### src/rtl/morse_decoder_pkg.sv
// Shared types and default timing constants for the Morse decoding path.
//   sym_t   : symbol code carried from the symbol FSM to the character decoder
//   state_t : symbol FSM state encoding
package morse_decoder_pkg;

  localparam int unsigned UNIT_CYCLES_C      = 12_500_000;
  localparam int unsigned DASH_UNITS_C       = 3;
  localparam int unsigned LETTER_GAP_UNITS_C = 3;
  localparam int unsigned WORD_GAP_UNITS_C   = 7;

  typedef enum logic [1:0] {
    DOT        = 2'd0,
    DASH       = 2'd1,
    LETTER_END = 2'd2,
    WORD_END   = 2'd3
  } sym_t;

  typedef enum logic [1:0] {
    IDLE  = 2'd0,
    PRESS = 2'd1,
    GAP   = 2'd2
  } state_t;

endpackage

### src/rtl/unit_timer.sv
// Dot-unit timer: a prescaler that divides clk down to dot-units plus a
// unit counter that saturates at MAX. Both restart on clear.
//   clk, resetn : clock, synchronous active-low reset
//   clear       : restart timing; the clearing cycle counts as prescaler phase 0
//   unit_tick   : high for the one cycle in which units has just incremented
//   units       : whole dot-units elapsed since the last clear (saturating)
module unit_timer #(
  parameter int unsigned UNIT_CYCLES = 4,
  parameter int unsigned MAX         = 7,
  parameter int unsigned UNITS_W     = $clog2(MAX + 1)
) (
  input  logic               clk,
  input  logic               resetn,
  input  logic               clear,
  output logic               unit_tick,
  output logic [UNITS_W-1:0] units
);

  localparam int unsigned PRESC_W = $clog2(UNIT_CYCLES);

  logic [PRESC_W-1:0] presc;
  logic [PRESC_W-1:0] presc_d;
  logic [UNITS_W-1:0] units_d;
  logic               wrap;
  logic               tick_d;

  // The clearing cycle is phase 0, so the prescaler resumes at phase 1.
  always_comb begin
    wrap    = !clear && (presc == PRESC_W'(UNIT_CYCLES - 1));
    presc_d = presc + PRESC_W'(1);
    if (clear) begin
      presc_d = PRESC_W'(1);
    end else if (wrap) begin
      presc_d = '0;
    end
    tick_d  = wrap && (units < UNITS_W'(MAX));
    units_d = units;
    if (clear) begin
      units_d = '0;
    end else if (tick_d) begin
      units_d = units + UNITS_W'(1);
    end
  end

  always_ff @(posedge clk) begin
    if (!resetn) begin
      presc     <= '0;
      units     <= '0;
      unit_tick <= 1'b0;
    end else begin
      presc     <= presc_d;
      units     <= units_d;
      unit_tick <= tick_d;
    end
  end

endmodule

### src/rtl/morse_symbol_fsm.sv
// Turns the debounced button level into Morse symbols (DOT, DASH,
// LETTER_END, WORD_END) by timing presses and gaps in dot-units, and
// presents them on a single-entry valid/ready output register.
//   clk, resetn  : clock, synchronous active-low reset
//   db_btn_i     : debounced button level, synchronous to clk
//   sym_ready_i  : consumer accepts sym_o when high with sym_valid_o
//   sym_valid_o  : sym_o holds a symbol
//   sym_o        : symbol code (sym_t)
//   overflow_o   : sticky, a symbol was dropped because the stage was full
//   busy_o       : FSM is not in IDLE
module morse_symbol_fsm
  import morse_decoder_pkg::*;
#(
  parameter int unsigned UNIT_CYCLES      = UNIT_CYCLES_C,
  parameter int unsigned DASH_UNITS       = DASH_UNITS_C,
  parameter int unsigned LETTER_GAP_UNITS = LETTER_GAP_UNITS_C,
  parameter int unsigned WORD_GAP_UNITS   = WORD_GAP_UNITS_C
) (
  input  logic       clk,
  input  logic       resetn,
  input  logic       db_btn_i,
  input  logic       sym_ready_i,
  output logic       sym_valid_o,
  output logic [1:0] sym_o,
  output logic       overflow_o,
  output logic       busy_o
);

  localparam int unsigned UNITS_W = $clog2(WORD_GAP_UNITS + 1);

  state_t             state;
  state_t             state_d;
  logic               prev_btn;
  logic               rise;
  logic               fall;
  logic               unit_tick;
  logic [UNITS_W-1:0] units;
  logic               emit;
  sym_t               emit_sym;
  logic               load;
  logic               valid_d;
  sym_t               sym_d;
  logic               overflow_d;
  logic               busy_d;

  // Edges against the registered level; prev_btn resets low, so a button
  // held through reset shows up as a rise on the first active cycle.
  assign rise = db_btn_i && !prev_btn;
  assign fall = !db_btn_i && prev_btn;

  unit_timer #(
    .UNIT_CYCLES (UNIT_CYCLES),
    .MAX         (WORD_GAP_UNITS),
    .UNITS_W     (UNITS_W)
  ) u_unit_timer (
    .clk       (clk),
    .resetn    (resetn),
    .clear     (rise || fall),
    .unit_tick (unit_tick),
    .units     (units)
  );

  // Next state, symbol generation and output-stage update.
  always_comb begin
    state_d  = state;
    emit     = 1'b0;
    emit_sym = DOT;

    unique case (state)
      IDLE: begin
        if (rise) state_d = PRESS;
      end
      PRESS: begin
        if (fall) begin
          emit     = 1'b1;
          emit_sym = (units >= UNITS_W'(DASH_UNITS)) ? DASH : DOT;
          state_d  = GAP;
        end
      end
      GAP: begin
        // unit_tick marks the single cycle a count is first reached, which
        // makes each gap symbol fire once per gap.
        if (unit_tick && (units == UNITS_W'(WORD_GAP_UNITS))) begin
          emit     = 1'b1;
          emit_sym = WORD_END;
          state_d  = IDLE;
        end else if (unit_tick && (units == UNITS_W'(LETTER_GAP_UNITS))) begin
          emit     = 1'b1;
          emit_sym = LETTER_END;
        end
        // A rise on the threshold cycle still keeps the threshold symbol.
        if (rise) state_d = PRESS;
      end
      default: state_d = IDLE;
    endcase

    load       = emit && (!sym_valid_o || sym_ready_i);
    valid_d    = load || (sym_valid_o && !sym_ready_i);
    sym_d      = load ? emit_sym : sym_t'(sym_o);
    overflow_d = overflow_o || (emit && !load);
    busy_d     = (state_d != IDLE);
  end

  // State and output registers.
  always_ff @(posedge clk) begin
    if (!resetn) begin
      state       <= IDLE;
      prev_btn    <= 1'b0;
      sym_valid_o <= 1'b0;
      sym_o       <= DOT;
      overflow_o  <= 1'b0;
      busy_o      <= 1'b0;
    end else begin
      state       <= state_d;
      prev_btn    <= db_btn_i;
      sym_valid_o <= valid_d;
      sym_o       <= sym_d;
      overflow_o  <= overflow_d;
      busy_o      <= busy_d;
    end
  end

endmodule

### config.mk
export PLATFORM = sky130hd
export DESIGN_NAME = morse_symbol_fsm
export DESIGN_NICKNAME = d
export VERILOG_FILES = /design/src/rtl/morse_decoder_pkg.sv /design/src/rtl/unit_timer.sv /design/src/rtl/morse_symbol_fsm.sv
export SDC_FILE = /design/constraint.sdc
export NUM_CORES = 1
export LEC_CHECK = 0
export CAP_MARGIN = 10
export CORE_MARGIN = 4
export CORE_UTILIZATION = 45
export DETAILED_ROUTE_END_ITERATION = 10
export MAX_ROUTING_LAYER = met4
export PLACE_DENSITY = 0.65
export SYNTH_ARGS = -nofsm -noshare
export SYNTH_HDL_FRONTEND = slang
export SYNTH_SLANG_ARGS = --single-unit
### constraint.sdc
create_clock -name clk -period 2.5 [get_ports clk]
set_input_delay 0.5 -clock clk [delete_from_list [all_inputs] [get_ports clk]]
set_output_delay 0.5 -clock clk [all_outputs]
set_load 0.03 [all_outputs]
---- Yosys cells after proc, flatten, opt, wreduce, memory -nomap -nowiden ----
Cells that the tools add are included.
cells by class
  magnitude comparators ................... 2
  reduce and logical (&&, ||, !) cells .... 23
  bitwise logic cells ..................... 1
  multiplexer cells ....................... 16
  equal/unequal tests ..................... 5
  add/subtract/negate cells ............... 2
operators by type and width
  operator                 number
  $add A24 B1 Y24 const B  1
  $eq A24 B24 Y1 const B   1
  $mux W2                  6
  $logic_and A1 B1 Y1      9
  $mux W1                  7
  $logic_not A1 Y1         6
  $pmux W2 S3              1
  $logic_or A1 B1 Y1       4
  $pmux W2 S2              1
  $add A3 B1 Y3 const B    1
  $eq A3 B2 Y1 const B     1
  $eq A3 B3 Y1 const B     1
  $ge A3 B2 Y1 const B     1
  $lt A3 B3 Y1 const B     1
  $reduce_or A3 Y1         1
  $eq A2 B1 Y1 const B     1
  $eq A2 B2 Y1 const B     1
  $logic_not A2 Y1         1
  $pmux W1 S2              1
  $reduce_bool A2 Y1       1
  $reduce_or A2 Y1         1
  $not A1 Y1               1
storage, ports and cells
  logic and storage cells ................. 59
  input port bits ......................... 4
  register bits ........................... 36

---- Logic depth before layout (Yosys ltp) ----
  depth in word-level cells ............... 9
  gate-level depth with buffers ........... 8
  depth with buffers taken out ............ 6

---- Cells and area by module ----
From an unflattened synthesis, not the netlist that was laid out.
second synthesis, totals
  cell total of the unflattened synthesis .. 205
  area, all modules ....................... 1805.5 um2
by module, submodules not included
  module            area each (um2)  cells an instance  times used
  unit_timer        1325.0           152                1
  morse_symbol_fsm  480.5            53                 1

---- Least setup slack after synthesis ----
Ideal clock, no wire load.
  kind .................................... register to register
  start point ............................. register u_unit_timer.presc[0]
  end point ............................... register u_unit_timer.presc[13]
  library setup time ...................... 0.115 ns
  stages on the path, launching flop included .. 9
  arrival time ............................ 1.491 ns
  clock period less this slack ............ 1.606 ns
  setup slack ............................. 0.894 ns
  buffers on the path ..................... 3
  cell sequence ........................... dfxtp_1 > ha_1 > and4_1 > buf_2 > and4_1 > buf_2 > a21o_1 > buf_4 > nor2_1
between the ends
  cells in the longest elaborated chain, start to end .. 3
  elaborated cells between the ends (all ways) .. 4
ends and longest elaborated chain
  item                                                     RTL line          text
  start: declaration                                       unit_timer.sv:21  logic [PRESC_W-1:0] presc;
  start signal: assignment                                 unit_timer.sv:51  presc <= presc_d;
  branches (longest 3 deep; another with $add A24 B1 Y24)  -
Parallel ways; which one is timed is not known.
A chain may end at the register's enable or synchronous reset.

---- Final worst setup path ----
  start point ............................. register u_unit_timer.presc[0]
  end point ............................... register u_unit_timer.presc[20]
The elaborated chain is that of the path after synthesis.

==> impl_metrics.py <==
metrics = {
    "layout": {
        "n_antenna_cell": 0,
        "nets": 223,
        "area_delta_synth_final_pct": 11.18,
        "design_area_um2": 2016,
        "drive_gt1_frac": 0.08571,
    },
    "logic_synthesis": {
        "synth_top_cell_by_area": "dfxtp_1",
        "synth_async_sr_flop_share": 0,
        "syn_inst": 200,
        "synth.net_count": 214,
        "yosys_warnings": 0,
        "synth.ff_latch_count": 36,
        "synthFlopType": "dfxtp_1",
        "yosysTopAreaCellShare": 0.3975,
        "synth_edf_count": 0,
        "synth_area_leaders": "dfxtp_1 (40%), ha_1 (6.9%), a21oi_1 (4.4%), xor2_1 (4.3%), nand3_1 (3.9%)",
        "synth_cell_types": 44,
        "postSynthAreaPerCell_um2": 9.065,
        "synth_area_um2": 1813,
        "yosysSeqAreaShare": 0.3975,
    },
    "floorplan": {
        "die_h_um": 71.48,
        "core_area_um2": 3771,
        "start_util": 0.4808,
        "die-area_um2": 5109,
        "die_w_um": 71.48,
        "num_rows": 22,
        "ios": 9,
    },
    "clock_network": {
        "clock_latency_ns": 0.28,
        "clk_path_buf_depth": 2,
        "postCtsHoldBufs": 0,
        "cts_root_buf": "clkbuf_8",
        "cts_tree": "yes",
        "post_cts_resized": 0,
        "path_clk_slew_ns": 0.07,
        "post_cts_buffers": 0,
        "cts.sinks": 36,
        "htree_num_levels": 2,
        "numCtsBuffers": 5,
    },
    "power_and_ir_drop": {
        "irDropWorstVdd_mv": 0.4621,
        "p_leak_uw": 0.0007445,
        "p_per_area_nw_per_um2": 563.1,
        "total_power_uw": 1135,
    },
    "place": {
        "dp_hpwl_mm": 2.482,
        "place_area_um2": 1908,
        "io_buffers": 8,
        "globalplace.congestion": 0.8395,
    },
    "setup_path": {
        "rr_worst_depth": 6,
        "cp.arrival_ns": 2.06,
        "criticalPathCategory": "flip-flop to flip-flop",
        "r2r_slack_ns": 0.60,
        "endpoint_kind": "flip-flop",
        "rr_endpoint": "u_unit_timer.presc[20]",
        "worstSetupStartpointType": "flip-flop",
        "cp_max_fo": 22,
        "reg2reg_from": "u_unit_timer.presc[0]",
        "required_ns": 2.67,
    },
    "routing": {
        "first_pass_iters": 4,
        "drt_iter0_markers": 76,
        "vias_per_cell": 5.612,
        "ant_nets": 0,
        "wirelength_mm": 3.383,
        "vias": 1448,
        "drc_errors": 0,
        "wire_per_inst_um": 13.11,
    },
    "timing": {
        "finalSetupTns_ns": 0,
        "rsz0062_at_grt": "no",
        "report.final.hold_viol_count": 0,
        "relSlewSlack": 0.7661,
        "finClkSkew_ns": 0.006324,
        "min_period_over_period": 0.7586,
        "setup-violations-final": 0,
        "max_freq_mhz": 527.3,
        "final.min_clock_period_ns": 1.896,
        "worst_pin_slew_ns": 0.3476,
        "drv_slew": 0,
    },
    "grt": {
        "gr-usage-all-layers": 0.1476,
        "grt_pass1_vias": 1367,
        "grt_pass1_wl_mm": 5.982,
        "grt-ovfl-total": 0,
        "antenna_found_initial": 0,
        "grt_max_degree": 23,
    },
    "hold_path": {
        "hold_start": "u_unit_timer.presc[16]",
        "hp-class": "flip-flop to flip-flop",
        "worstHoldEndpoint": "u_unit_timer.presc[16]",
        "whs_path_depth": 2,
    },
    "run": {
        "maxCapViolCount": 0,
    },
    "status": {
        "status": "finished clean",
    },
}
==> critical path, stage by stage (launching register included) <==
cell	delay, ns
dfxtp_1	0.37
ha_1	0.22
and4_1	0.36
and4_1	0.36
a21o_1	0.14
buf_4	0.24
a21oi_1	0.08
==> kinds of logic (layout without fill, tap and decap cells) <==
kind of cell    Yosys count  after routing  share of synthesized area
compound gates           43             43                     0.1463
buf+inv                  17             27                    0.04969
simple gates             82             82                     0.2795
flops                    36             36                     0.3975
xor+xnor                 12             12                    0.05798
fa+ha+maj                10             10                    0.06901
==> layout by cell type, fill, tap and decap left out, types with 2 or more instances in the layout <==
cell type        count
nand3_1             14
o21ai_0             10
ha_1                10
dfxtp_1             36
nor2_1              14
xor2_1               9
nor3_1               2
clkbuf_8             5
nand4_1              7
or2_2                2
nor2b_1              4
nand4_4              2
clkdlybuf4s50_1      8
a21oi_1             16
inv_1               10
and4_1               4
xnor2_1              3
or4_1                2
o31ai_1              5
nand2_1              9
and3_2               2
a21o_1               2
and3_1               2
or3_1                6
and2_1               4
==> worst max-delay path by stage <==
stage | startpoint | end | slack (ns) | cells past startpoint
floorplan | u_unit_timer.presc[0] | u_unit_timer.presc[13] | 0.89 | 8
CTS | u_unit_timer.presc[0] | u_unit_timer.presc[20] | 0.60 | 6
global placement | db_btn_i | u_unit_timer.presc[20] | 0.45 | 7
finish | u_unit_timer.presc[0] | u_unit_timer.presc[20] | 0.60 | 6
global route | u_unit_timer.presc[0] | u_unit_timer.presc[20] | 0.45 | 6
detailed placement | db_btn_i | u_unit_timer.presc[20] | 0.38 | 7
==> state kept, by name, indices dropped and copies added (netlist names) <==
signal and flops:
prev_btn 1, u_unit_timer.presc 24, sym_o 2, busy_o 1, u_unit_timer.unit_tick 1, sym_valid_o 1
u_unit_timer.units 3, overflow_o 1, state 2
==> layer usage <==
metal | GRT usage | vias to the layer above | share of wire
li1 | - | 735 | -
met1 | 0.1756 | 673 | 0.47
met2 | 0.2378 | 32 | 0.46
met3 | 0.03366 | 8 | 0.044
met4 | 0.06472 | 0 | 0.019
met5 | - | - | 0
==> area by class of cell <==
class,count,area (um^2)
fill,341,1755
multi-input combinational,147,1002
sequential,36,720.7
timing repair buffer,9,87.58
clock buffer,6,72.57
tap,48,60.06
inverter,10,37.54
clock inverter,2,35.03
==> stage by stage <==
step           cells  hold WS [ns]  setup WS (ns)  utilization
2_1_floorplan    200        0.4588         0.8944            -
3_3_place_gp     250        0.4769         0.4537       0.5060
3_5_place_dp     250        0.4910         0.3831       0.5060
4_1_cts          258        0.5041         0.6006       0.5345
5_1_grt          258        0.5416         0.4523       0.5345
6_report         258        0.5067         0.6036       0.5345
==> where the power goes <==
group | internal [uW] | total [uW] | switching [uW]
registers | 581 | 586 | 5.04
logic | 23.1 | 55.5 | 32.4
clock network | 296 | 493 | 198
total | 900 | 1130 | 235
==> synthesized netlist by cell type (all sizes together) (4+ instances only) <==
master / instances
dfxtp: 36
a21oi: 17
nand3: 14
nor2: 14
ha: 10
inv: 10
o21ai: 10
nand2: 9
nand4: 9
xor2: 9
buf: 7
or3: 6
and4: 5
o31ai: 5
and2: 4
and3: 4
nor2b: 4
Power figures use the tool's default switching activity.
==> edit, RTL diff (same settings) <==
Change the package constant `UNIT_CYCLES_C` from 12_500_000 to 6_250_000.
--- a/src/rtl/morse_decoder_pkg.sv
+++ b/src/rtl/morse_decoder_pkg.sv
@@ -5,3 +5,3 @@
 
-  localparam int unsigned UNIT_CYCLES_C      = 12_500_000;
+  localparam int unsigned UNIT_CYCLES_C      = 6_250_000;
   localparam int unsigned DASH_UNITS_C       = 3;
Formal check against the unedited RTL: no difference found for any inputs over 10 cycles, from zero or initial values and one cycle with resetn low; that may be too few to reach the edited logic, so the function may still have changed.
==> edit against the unedited design <==
- global-route usage up 1.1 points
- worst setup slack lost 0.11 ns
- area after synthesis is 3.7% lower
- total power rose by 1.8%
- non-clock buffer count grew 2
- sequential cell count down 1
- final area decreased by 0.50%
- wire length up 4.1%
==> edit: results (changes against the unedited design) <==
routing usage on met2 = 0.2682 (was 0.2378)
Slowest-stage cell, CP = or3_1 (was dfxtp_1)
Seq/Total Area, Yosys = 0.4011 (was 0.3975)
Max VDD drop = 0.0002555 V (was 0.0004621 V)
leakage = 0.0006889 uW (was 0.0007445 uW)
P_int = 912.7 uW (was 899.8 uW)
Fill cells = 347 (was 341)
Worst Hold Path EP = u_unit_timer.presc[22]$_SDFF_PP0_ (was u_unit_timer.presc[16]$_SDFF_PP0_)
GPL Wtd Cong = 0.8587 (was 0.8395)
largest net degree at the start of global routing = 16 (was 23)
placed inst area = 1888 um2 (was 1908 um2)
post-synthesis cell type count = 36 (was 44)
HPWL Detailed = 2.558 mm (was 2.482 mm)
setup slack at placement = 0.3978 ns (was 0.3831 ns)
Syn Area/Cell = 8.957 um2 (was 9.065 um2)
layout cells sized above 1 = 0.07619 (was 0.08571)
R2R Path End = u_unit_timer.units[0]$_SDFFE_PP0P_ (was u_unit_timer.presc[20]$_SDFF_PP0_)
min-delay src = u_unit_timer.presc[22]$_SDFF_PP0_ (was u_unit_timer.presc[16]$_SDFF_PP0_)
Largest stage delay, worst path = 0.45 ns (was 0.37 ns)
Iteration-0 DRC Markers = 116 (was 76)
M3 GR Usage = 0.04892 (was 0.03366)
M1 wire length = 1.563 mm (was 1.598 mm)
routed length on met3 = 126 um (was 149 um)
top post-synthesis cells by area = dfxtp_1 (40%), ha_1 (7.2%), a21oi_1 (4.3%) (was dfxtp_1 (40%), ha_1 (6.9%), a21oi_1 (4.4%))
worst-path fanout max = 8 (was 22)
cells on worst reg2reg path = 5 (was 6)
Max-slew headroom = 0.7440 (was 0.7661)
WP data arrival = 2.21 ns (was 2.06 ns)
largest registers = u_unit_timer.presc x23, u_unit_timer.units x3 (was u_unit_timer.presc x24, u_unit_timer.units x3)
Reg2Reg Setup Slack = 0.49 ns (was 0.60 ns)
status = finished, final reports clean (unchanged)
Hold WS = 0.4999 ns (was 0.5067 ns)
most frequent cells after synthesis = dfxtp_1 (35), a21oi_1 (15), nor2_1 (15) (was dfxtp_1 (36), a21oi_1 (16), nand3_1 (14), nor2_1 (14))
skew final = 0.005605 ns (was 0.006324 ns)
routed vias/inst = 5.643 (was 5.612)
final wirelength = 3.523 mm (was 3.383 mm)
Net Switching = 242.5 uW (was 235.2 uW)
edit: changes by cell type in the layout (fill, tap and decap cells not counted), moves of 3 or more:
cell / unedited run / this run
nand2_1: 9 / 13
o31ai_1: 5 / 8
nand3_1: 14 / 10
or4_1: 2 / 8
o41ai_1: 0 / 3
o21ai_0: 10 / 5
or3_1: 6 / 3
and3_1: 2 / 6
edit: final cells by class:
class / instances / area, um2 / share of cell area
timing repair buffer: 11 / 102.6 / 0.05115
clock buffer: 6 / 82.58 / 0.04117
multi-input combinational: 145 / 983.4 / 0.4903
clock inverter: 2 / 35.03 / 0.01747
sequential: 35 / 700.7 / 0.3493
tap: 48 / 60.06 / 0.02994
inverter: 11 / 41.29 / 0.02059
edit: logic make-up (layout without fill, tap and decap cells):
group                    after synthesis  count (layout)  synth area share
AO/OA/AOI/OAI                         41              41            0.1519
XOR/XNOR                              12              12           0.06017
adder cells (fa/ha/maj)               10              10           0.07163
buffers and inverters                 15              30           0.03868
flip-flops                            35              35            0.4011
AND/OR/NAND/NOR                       82              82            0.2765
